==> src/rtl/seq_mult_ctrl.sv <==
// seq_mult_ctrl: sequential shift-add multiplier with a valid/ready handshake
// on both sides. Operands are converted to magnitudes on acceptance and
// multiplied over WIDTH cycles, one multiplier bit per cycle. The sign is
// applied when the result is latched.
//
// Parameters:
//   WIDTH      operand width (4..16)
// Ports:
//   clk        rising-edge clock
//   reset      asynchronous, active-high reset
//   in_valid   operand request
//   in_ready   controller idle, can accept a request
//   a, b       multiplicand / multiplier
//   signed_op  1 = operands are two's complement, 0 = unsigned
//   out_valid  product available
//   out_ready  consumer accepts product
//   product    2*WIDTH-bit result, held until the next completion
//   busy       high while running or holding a result
//
// Optional feature: define SEQ_MULT_EARLY_TERM_EN to finish as soon as all
// remaining multiplier bits are zero; the product value is unchanged.
module seq_mult_ctrl #(
  parameter int unsigned WIDTH = 8
) (
  input  logic               clk,
  input  logic               reset,
  input  logic               in_valid,
  output logic               in_ready,
  input  logic [WIDTH-1:0]   a,
  input  logic [WIDTH-1:0]   b,
  input  logic               signed_op,
  output logic               out_valid,
  input  logic               out_ready,
  output logic [2*WIDTH-1:0] product,
  output logic               busy
);

  localparam int unsigned CW = $clog2(WIDTH + 1);

  typedef enum logic [1:0] {StIdle, StRun, StDone} state_t;

  state_t             state;
  logic [WIDTH-1:0]   mcand;
  logic [WIDTH-1:0]   mplier;
  logic [WIDTH:0]     acc;
  logic               neg;
  logic [CW-1:0]      cnt;

  logic [WIDTH-1:0]   a_mag;
  logic [WIDTH-1:0]   b_mag;
  logic [WIDTH:0]     acc_add;
  logic [WIDTH:0]     acc_nxt;
  logic [WIDTH-1:0]   mplier_nxt;
  logic [2*WIDTH-1:0] p_full;
  logic [2*WIDTH-1:0] p_aligned;
  logic [2*WIDTH-1:0] p_signed;
  logic               last_step;

  // The most negative value negates to itself, which is the correct
  // magnitude when read back as WIDTH unsigned bits.
  assign a_mag = (signed_op && a[WIDTH-1]) ? -a : a;
  assign b_mag = (signed_op && b[WIDTH-1]) ? -b : b;

  always_comb begin
    acc_add    = mplier[0] ? (acc + {1'b0, mcand}) : acc;
    acc_nxt    = acc_add >> 1;
    mplier_nxt = {acc_add[0], mplier[WIDTH-1:1]};
    // The accumulator top bit is always 0 after the shift.
    p_full     = {acc_nxt[WIDTH-1:0], mplier_nxt};
  end

`ifdef SEQ_MULT_EARLY_TERM_EN
  logic [CW-1:0] rem;

  // rem = multiplier bits not yet processed after this step; they sit in the
  // low rem bits of mplier_nxt.
  always_comb begin
    rem       = CW'(WIDTH - 1) - cnt;
    last_step = ((mplier_nxt << (CW'(WIDTH) - rem)) == '0);
    p_aligned = p_full >> rem;
  end
`else
  always_comb begin
    last_step = (cnt == CW'(WIDTH - 1));
    p_aligned = p_full;
  end
`endif

  assign p_signed = neg ? -p_aligned : p_aligned;

  always_ff @(posedge clk or posedge reset) begin
    if (reset) begin
      state     <= StIdle;
      mcand     <= '0;
      mplier    <= '0;
      acc       <= '0;
      neg       <= 1'b0;
      cnt       <= '0;
      product   <= '0;
      in_ready  <= 1'b1;
      out_valid <= 1'b0;
      busy      <= 1'b0;
    end else begin
      unique case (state)
        StIdle: begin
          if (in_valid) begin
            mcand    <= a_mag;
            mplier   <= b_mag;
            acc      <= '0;
            neg      <= signed_op & (a[WIDTH-1] ^ b[WIDTH-1]);
            cnt      <= '0;
            state    <= StRun;
            in_ready <= 1'b0;
            busy     <= 1'b1;
          end
        end
        StRun: begin
          acc    <= acc_nxt;
          mplier <= mplier_nxt;
          cnt    <= cnt + 1'b1;
          if (last_step) begin
            product   <= p_signed;
            state     <= StDone;
            out_valid <= 1'b1;
          end
        end
        StDone: begin
          if (out_ready) begin
            state     <= StIdle;
            out_valid <= 1'b0;
            in_ready  <= 1'b1;
            busy      <= 1'b0;
          end
        end
        default: begin
          state     <= StIdle;
          in_ready  <= 1'b1;
          out_valid <= 1'b0;
          busy      <= 1'b0;
        end
      endcase
    end
  end

endmodule

==> config.mk <==
export PLATFORM = sky130hd
export DESIGN_NAME = seq_mult_ctrl
export DESIGN_NICKNAME = d
export VERILOG_FILES = /design/src/rtl/seq_mult_ctrl.sv
export SDC_FILE = /design/constraint.sdc
export NUM_CORES = 1
export LEC_CHECK = 0
export CORE_MARGIN = 2
export CORE_UTILIZATION = 50
export DETAILED_ROUTE_END_ITERATION = 12
export DONT_BUFFER_PORTS = 1
export SETUP_SLACK_MARGIN = 0.15
export SYNTH_ARGS = -nofsm -noshare
export SYNTH_HDL_FRONTEND = slang
export SYNTH_SLANG_ARGS = --single-unit
==> constraint.sdc <==
create_clock -name clk -period 3.1 [get_ports clk]
set_input_delay 0.31 -clock clk [delete_from_list [all_inputs] [get_ports clk]]
set_output_delay 0.31 -clock clk [all_outputs]
set_load 0.1 [all_outputs]
== Word-level counts from Yosys, hierarchy flattened ==
Index checks and enable logic that the tools add are counted.
Word-level totals
  logic and storage cells: 57
  bits of input ports: 21
  bits in latches: 0
  memories kept: 0
  bits in writable memories: 0
  memory bits (read-only): 0
  bits in registers: 51
Cells by class
  div/mod/pow operators: 0
  equal/unequal tests: 6
  shift operators: 0
  bitwise gates (word level): 4
  muxes and demuxes: 22
  reduce and logical (&&, ||, !) cells: 10
  $add $sub $neg: 5
  $mul: 0
  order comparisons: 0
Operator list (number)
  2-to-1 mux 8 bit: 3
  2-to-1 mux 9 bit: 2
  one-hot mux 9 bit (2 select lines): 1
  2-to-1 mux 16 bit: 1
  negation 16 bit: 1
  negation 8 bit: 2
  one-hot mux 8 bit (2 select lines): 1
  adder 9 x 8 -> 9 bit: 1
  one-hot mux 1 bit (3 select lines): 3
  AND reduction 3 bit: 3
  one-hot mux 4 bit (2 select lines): 1
  2-to-1 mux 2 bit: 3
  != test 2 bit, second input constant: 3
  one-hot mux 2 bit (3 select lines): 1
  AND reduction 2 bit: 3
  2-to-1 mux 1 bit: 5
  adder 4 x 1 -> 4 bit, second input constant: 1
  equality test 4 x 3 -> 1 bit, second input constant: 1
  2-to-1 mux 4 bit: 1
  equality test 2 x 1 -> 1 bit, second input constant: 1
  equality test 2 bit, second input constant: 1
  logical AND 1 bit: 2
  logical NOT 2 bit: 1
  NOT 1 bit: 2
  other kinds (3): 3

== Longest topological paths before layout ==
Gate-level depths: netlist of run 1.
  word-level depth: 4
  depth in mapped cells: 9

== Worst setup path before layout of run 1 ==
OpenSTA, ideal clock, no wires.
  path kind: reg2reg
  start point: reg acc[0]
  end point: reg product[15]
  setup slack: 0.711 ns
  arrival: 2.259 ns
  cell stages (with the launch flop): 10
  cells stage by stage: dfrtp_1 ha_1 fa_1 a211oi_1 nor3_1 nor3_4 nand4_2 o31ai_2 xnor2_1 o21ai_1
Between the ends
  word-level cells in the longest chain between the ends: 4
Ends and longest elaborated chain
  start, declared: line 45  | logic [WIDTH:0] acc;
  start signal, assigned: line 118  | acc <= acc_nxt;
  adder 9 x 8 -> 9 bit: line 65  | acc_add = mplier[0] ? (acc + {1'b0, mcand}) : acc;
  2-to-1 mux 9 bit (*): line 65
  negation 16 bit: line 89  | assign p_signed = neg ? -p_aligned : p_aligned;
  2-to-1 mux 16 bit (*): line 89
  end signal, assigned: line 122  | product <= p_signed;
  end, declared: line 34  | output logic [2*WIDTH-1:0] product,
Every way passes the cells marked *; elsewhere a longest branch is shown, timed or not.
A chain may end at the register's enable or synchronous reset.

== Worst setup path after layout of run 1 ==
Ends and elaborated chain as after synthesis.

==> results of run 1 <==
==> cell families after synthesis <==
family | after synthesis | share of synthesized area
mux | 6 | 0.0197
buf+inv | 27 | 0.0419
xor+xnor | 26 | 0.0748
fa+ha+maj | 13 | 0.0559
flops | 50 | 0.412
compound gates | 93 | 0.188
simple gates | 121 | 0.208
==> per-layer routing <==
layer | track usage | part of all wire
met5 | 0 | 0
met4 | 0.0550 | 0.012
met1 | 0.292 | 0.47
met2 | 0.344 | 0.47
met3 | 0.0484 | 0.044
==> through the flow <==
| stage | cells | setup WS [ns] | instance area [µm²] |
|---|---|---|---|
| after floorplan | 336 | 0.711 | 3040 |
| after global placement | 400 | 0.561 | 3080 |
| after detailed placement | 400 | 0.486 | 3080 |
| after CTS | 408 | 0.476 | 3180 |
| after global routing | 408 | 0.327 | 3180 |
| final | 408 | 0.493 | 3180 |
==> Yosys cell counts (all sizes together) (2+ instances only) <==
cell    instances
mux2i           6
a22oi           6
dfrtp          49
o31ai           6
ha             12
buf             3
o311ai          2
o21ai          51
or3             3
nand3          17
nand2          49
a21oi          15
or2b            2
nand4           2
nor2           18
xor2           10
nand3b          4
nor3           10
nor3b           2
o22ai           2
xnor2          16
clkbuf         12
inv            12
o2111a          2
o211ai          2
a211oi          4
nand2b          4
==> sequential cells by signal, summed over array words and instances, names as in the netlist <==
register   count
mcand          8
state          2
product       16
mplier         8
acc            8
neg            1
in_ready       1
busy           1
out_valid      1
cnt            4
==> cell usage in the layout (no fill, tap or decap), types with 2 or more instances in the layout <==
cell	n
or3_1	3
o21ai_1	8
nand2_1	49
nor3_1	8
nor3b_1	2
o31ai_1	5
nor3_4	2
clkbuf_8	6
nand2b_1	4
a22oi_1	6
xor2_1	10
mux2i_1	6
nand3_1	17
xnor2_1	16
nor2_1	18
nand3b_1	4
ha_1	12
a211oi_1	3
o21ai_0	43
buf_4	4
dfrtp_1	49
inv_1	11
a21oi_1	15
o2111a_1	2
o22ai_1	2
==> worst max-delay path, cell delays in order (launching register included) <==
cell and delay (ns):
dfrtp_1 0.42, ha_1 0.23, fa_1 0.43, a211oi_1 0.36, nor3_1 0.14, nor3_4 0.24, nand4_2 0.15, o31ai_2 0.28
xnor2_1 0.14, o21ai_1 0.07
==> final cells by class <==
class / instances / area (µm²) / share of cell area
Tap cell: 75 / 93.8 / 0.0295
Timing Repair Buffer: 4 / 30.0 / 0.00945
Clock inverter: 1 / 8.76 / 0.00275
Inverter: 12 / 45.0 / 0.0142
Multi-Input combinational cell: 259 / 1660 / 0.523
Clock buffer: 7 / 86.3 / 0.0272
Sequential cell: 50 / 1250 / 0.394
==> path summary, 6_finish.rpt <==
check	start	slack (ns)	to
min in group clk	a[7]	0.13	mcand[7]$_DFFE_PP0P_
worst min-delay path	reset	0.13	out_valid$_DFFE_PP0P_
worst max-delay path	acc[0]$_DFFE_PP0P_	0.49	product[15]$_DFFE_PP0P_
max in group asynchronous	reset	2.33	mcand[6]$_DFFE_PP0P_
worst max register to register	acc[0]$_DFFE_PP0P_	0.49	product[15]$_DFFE_PP0P_
worst min register to register	cnt[3]$_DFFE_PP0P_	0.49	cnt[3]$_DFFE_PP0P_
==> flow_metrics.py, run 1 <==
metrics = {
    "clock_tree": {
        "numCtsBuffers": 5,
        "clock_sinks": 50,
        "path_clk_slew_ns": 0.10,
        "cts_buffer_depth": 2,
        "root_buffer": "clkbuf_8",
        "post_cts_buffers": 0,
        "postCtsResizedCells": 0,
        "htreeDepth": 2,
        "worstSkewPairLatency_ns": 0.30,
        "cts_tree": "yes",
        "postCtsHoldBufs": 0,
    },
    "timing": {
        "setup_tns_ns": 0,
        "finalCriticalPeriod_ns": 2.61,
        "layout_worst_path_cycle_share": 0.841,
        "worst_pin_slew_ns": 1.04,
        "rsz0062_at_grt": "no",
        "hold_viol": 0,
        "max_freq_mhz": 384,
        "slew-limit-headroom": 0.303,
        "slew_violations": 0,
        "setup_viol": 0,
        "finClkSkew_ns": 0.00743,
        "fin_hold_ws_ns": 0.127,
    },
    "critical_path": {
        "crit_path_end_kind": "register",
        "required_ns": 3.27,
        "worst-path-max-fanout": 4,
        "crit_type": "register to register",
        "arrival_ns": 2.77,
        "ff2ff_path_depth": 9,
        "worst_setup_path_start_kind": "register",
    },
    "hold_path": {
        "hp-class": "input pin to async pin",
    },
    "placement": {
        "place_congestion": 0.840,
        "dp_hpwl_um": 4980,
        "io_buffers": 0,
    },
    "detailed_routing": {
        "viasPerCell": 5.84,
        "route.detailed.drc": 0,
        "drt-initial-drc-count": 130,
        "wl_per_cell_um": 16.2,
        "vias": 2384,
        "detail-route-antenna-nets": 0,
        "drtPass1Iterations": 5,
        "routed_wl_um": 6630,
    },
    "logic_synthesis": {
        "ys_ff_latch": 50,
        "ys_seq_area_frac": 0.412,
        "synthFlopType": "dfrtp_1",
        "ys_top_cells_by_area": "dfrtp_1 40%, o21ai_0 7.1%, nand2_1 6.0%, ha_1 4.9%, xnor2_1 4.6%",
        "avgSynthCellArea_um2": 9.06,
        "synthesis.area_um2": 3040,
        "ys_types": 51,
        "synth_top_area_frac": 0.403,
        "synthArstFlopShare": 1.00,
        "synth-edff-count": 0,
        "yosys_warnings": 0,
        "synth.largest_area_cell": "dfrtp_1",
        "syn-num-nets": 370,
        "synth_cells": 336,
    },
    "flow_run": {
        "drv_cap": 0,
    },
    "layout": {
        "syn_to_final_growth_pct": 4.48,
        "antennaDiodeCount": 0,
        "nets": 366,
        "final_util": 0.540,
        "nFillCells": 575,
        "layout-drive-gt1-share": 0.0751,
    },
    "floorplanning": {
        "die_h_um": 82.0,
        "row_count": 28,
        "die_area_um2": 6730,
        "pin_count": 40,
        "fp.coreArea_um2": 5890,
        "start_util": 0.517,
        "die_w_um": 82.0,
    },
    "global_route": {
        "grt_max_degree": 51,
        "grt_pass1_vias": 2241,
        "grt_pass1_wl_um": 10900,
        "grt_usage": 0.214,
        "grt-ovfl-total": 0,
        "antenna_found_initial": 0,
    },
    "status": {
        "status": "complete, no violations",
    },
}
Power of run 1 is not shown: default switching activity piles up to over one toggle a cycle in this logic, so the estimate is an artifact.
==> inputs of run 2 (changes only) <==
- clock period: 3.1 -> 2.5 ns (I/O delays scaled with it)
==> run 2 against run 1 <==
Net effect: utilization grew 3.0 points; sequential share of layout area decreased by 2.1 points; critical path depth unchanged; non-clock buffer count increased by 20; hold slack worse by 0.061 ns; count of clock-buffer cells in the layout is 1 lower; cell area rose by 5.5%; clock skew down 0.0012 ns; cell count grew 4.9%; die area unchanged; wire length grew 2.2%; flip-flop and latch count did not move.
==> flow_metrics.py, run 2 (synthesis gave the netlist of run 1 again) <==
metrics = {
    "status": {
        "status": "complete, no violations",
    },
    "timing": {
        "max_freq_mhz": 424,
        "slew-limit-headroom": 0.379,
        "worst_pin_slew_ns": 0.931,
        "hold_viol": 0,
        "finalCriticalPeriod_ns": 2.36,
        "layout_worst_path_cycle_share": 0.942,
        "rsz0062_at_grt": "yes",
        "setup_viol": 0,
        "finClkSkew_ns": 0.00620,
        "slew_violations": 0,
        "setup_tns_ns": 0,
    },
    "detailed_routing": {
        "routed_wl_um": 6780,
        "route.detailed.drc": 0,
        "viasPerCell": 5.55,
        "detail-route-antenna-nets": 0,
        "wl_per_cell_um": 15.8,
        "vias": 2374,
        "drtPass1Iterations": 5,
        "drt-initial-drc-count": 133,
    },
    "critical_path": {
        "worst_setup_path_start_kind": "register",
        "arrival_ns": 2.55,
        "reg2reg_from": "acc[0]$_DFFE_PP0P_",
        "ff2ff_path_depth": 9,
        "required_ns": 2.70,
        "r2r-end": "product[15]$_DFFE_PP0P_",
        "crit_type": "register to register",
        "crit_path_end_kind": "register",
        "worst-path-max-fanout": 3,
        "regToRegSetupSlack_ns": 0.14,
    },
    "clock_tree": {
        "clock_sinks": 50,
        "worstSkewPairLatency_ns": 0.31,
        "htreeDepth": 2,
        "numCtsBuffers": 5,
        "cts_buffer_depth": 2,
        "cts_tree": "yes",
        "path_clk_slew_ns": 0.10,
        "root_buffer": "clkbuf_8",
    },
    "layout": {
        "nFillCells": 533,
        "nets": 386,
        "antennaDiodeCount": 0,
        "final_cell_mix": "49 x dfrtp_1, 48 x nand2_1, 43 x o21ai_0",
        "syn_to_final_growth_pct": 10.3,
        "top_register": "product",
        "final_util": 0.570,
        "largest_reg_flops": 16,
        "final_common_cell": "dfrtp_1",
        "layout-drive-gt1-share": 0.144,
    },
    "global_route": {
        "grt_pass1_vias": 2278,
        "grt_pass1_wl_um": 11100,
        "grt_usage": 0.216,
        "grt-ovfl-total": 0,
        "grt_max_degree": 34,
        "antenna_found_initial": 0,
    },
    "placement": {
        "dp_hpwl_um": 5110,
        "place_congestion": 0.854,
        "io_buffers": 0,
    },
    "floorplanning": {
        "die_w_um": 82.0,
        "start_util": 0.517,
        "die_h_um": 82.0,
        "pin_count": 40,
        "row_count": 28,
        "fp.coreArea_um2": 5890,
        "die_area_um2": 6730,
    },
    "hold_path": {
        "holdPathEnd": "mcand[7]$_DFFE_PP0P_",
        "whs_path_depth": 2,
        "hold_path.startpoint": "a[7]",
        "hp-class": "input pin to register",
    },
    "flow_run": {
        "drv_cap": 0,
    },
}
## run 2: area by class of cell
type,count,area [µm²],area share
Clock buffer,6,72.6,0.0216
Timing Repair Buffer,24,183,0.0544
Tap cell,75,93.8,0.0280
Inverter,12,45.0,0.0134
Sequential cell,50,1250,0.373
Multi-Input combinational cell,259,1700,0.505
Clock inverter,2,13.8,0.00410
## run 2: stage by stage
step / area [µm²] / hold WS (ns) / setup WS, ns / cells
6_report: 3360 / 0.0665 / 0.144 / 428
3_3_place_gp: 3200 / 0.226 / 0.107 / 414
3_5_place_dp: 3200 / 0.229 / 0.0456 / 414
5_1_grt: 3360 / 0.0518 / 0.0272 / 428
2_1_floorplan: 3050 / 0.378 / 0.169 / 336
4_1_cts: 3330 / 0.0598 / 0.125 / 427
## run 2: critical path: stages, from the launching register on
cell and delay (ns):
dfrtp_1 0.40, ha_2 0.20, fa_2 0.40, a211oi_4 0.26, nor3_1 0.11, nor3_4 0.21
nand4_2 0.15, o31ai_2 0.28, xnor2_1 0.14, o21ai_1 0.09
## run 2: per-layer routing
metal,up-vias,global-route usage,share of wire
li1,1218,-,-
met1,1106,0.286,0.47
met2,43,0.352,0.47
met3,7,0.0495,0.042
met4,0,0.0633,0.012
met5,-,0,0
## run 2: worst max-delay path by stage
stage                                  start                 endpoint  slack (ns)  depth (start not counted)
after global placement    acc[0]$_DFFE_PP0P_  product[15]$_DFFE_PP0P_        0.11                          9
after detailed placement  acc[0]$_DFFE_PP0P_  product[15]$_DFFE_PP0P_        0.05                          9
after global routing      acc[0]$_DFFE_PP0P_  product[15]$_DFFE_PP0P_        0.03                          9
after CTS                 acc[0]$_DFFE_PP0P_  product[15]$_DFFE_PP0P_        0.12                          9
after floorplan           acc[0]$_DFFE_PP0P_  product[15]$_DFFE_PP0P_        0.17                          9
final                     acc[0]$_DFFE_PP0P_  product[15]$_DFFE_PP0P_        0.14                          9
## run 2: timing repair
| item | in CTS | in global routing |
|---|---|---|
| setup buffers | 4 | 1 |
| setup endpoints to repair | 1 | 5 |
| gates resized for setup | 3 | 3 |
| endpoints found under the hold margin | 24 | 0 |
| hold buffers | 1 | 0 |
| pin swaps | 6 | 5 |
Power of run 2 is left out for the same reason.
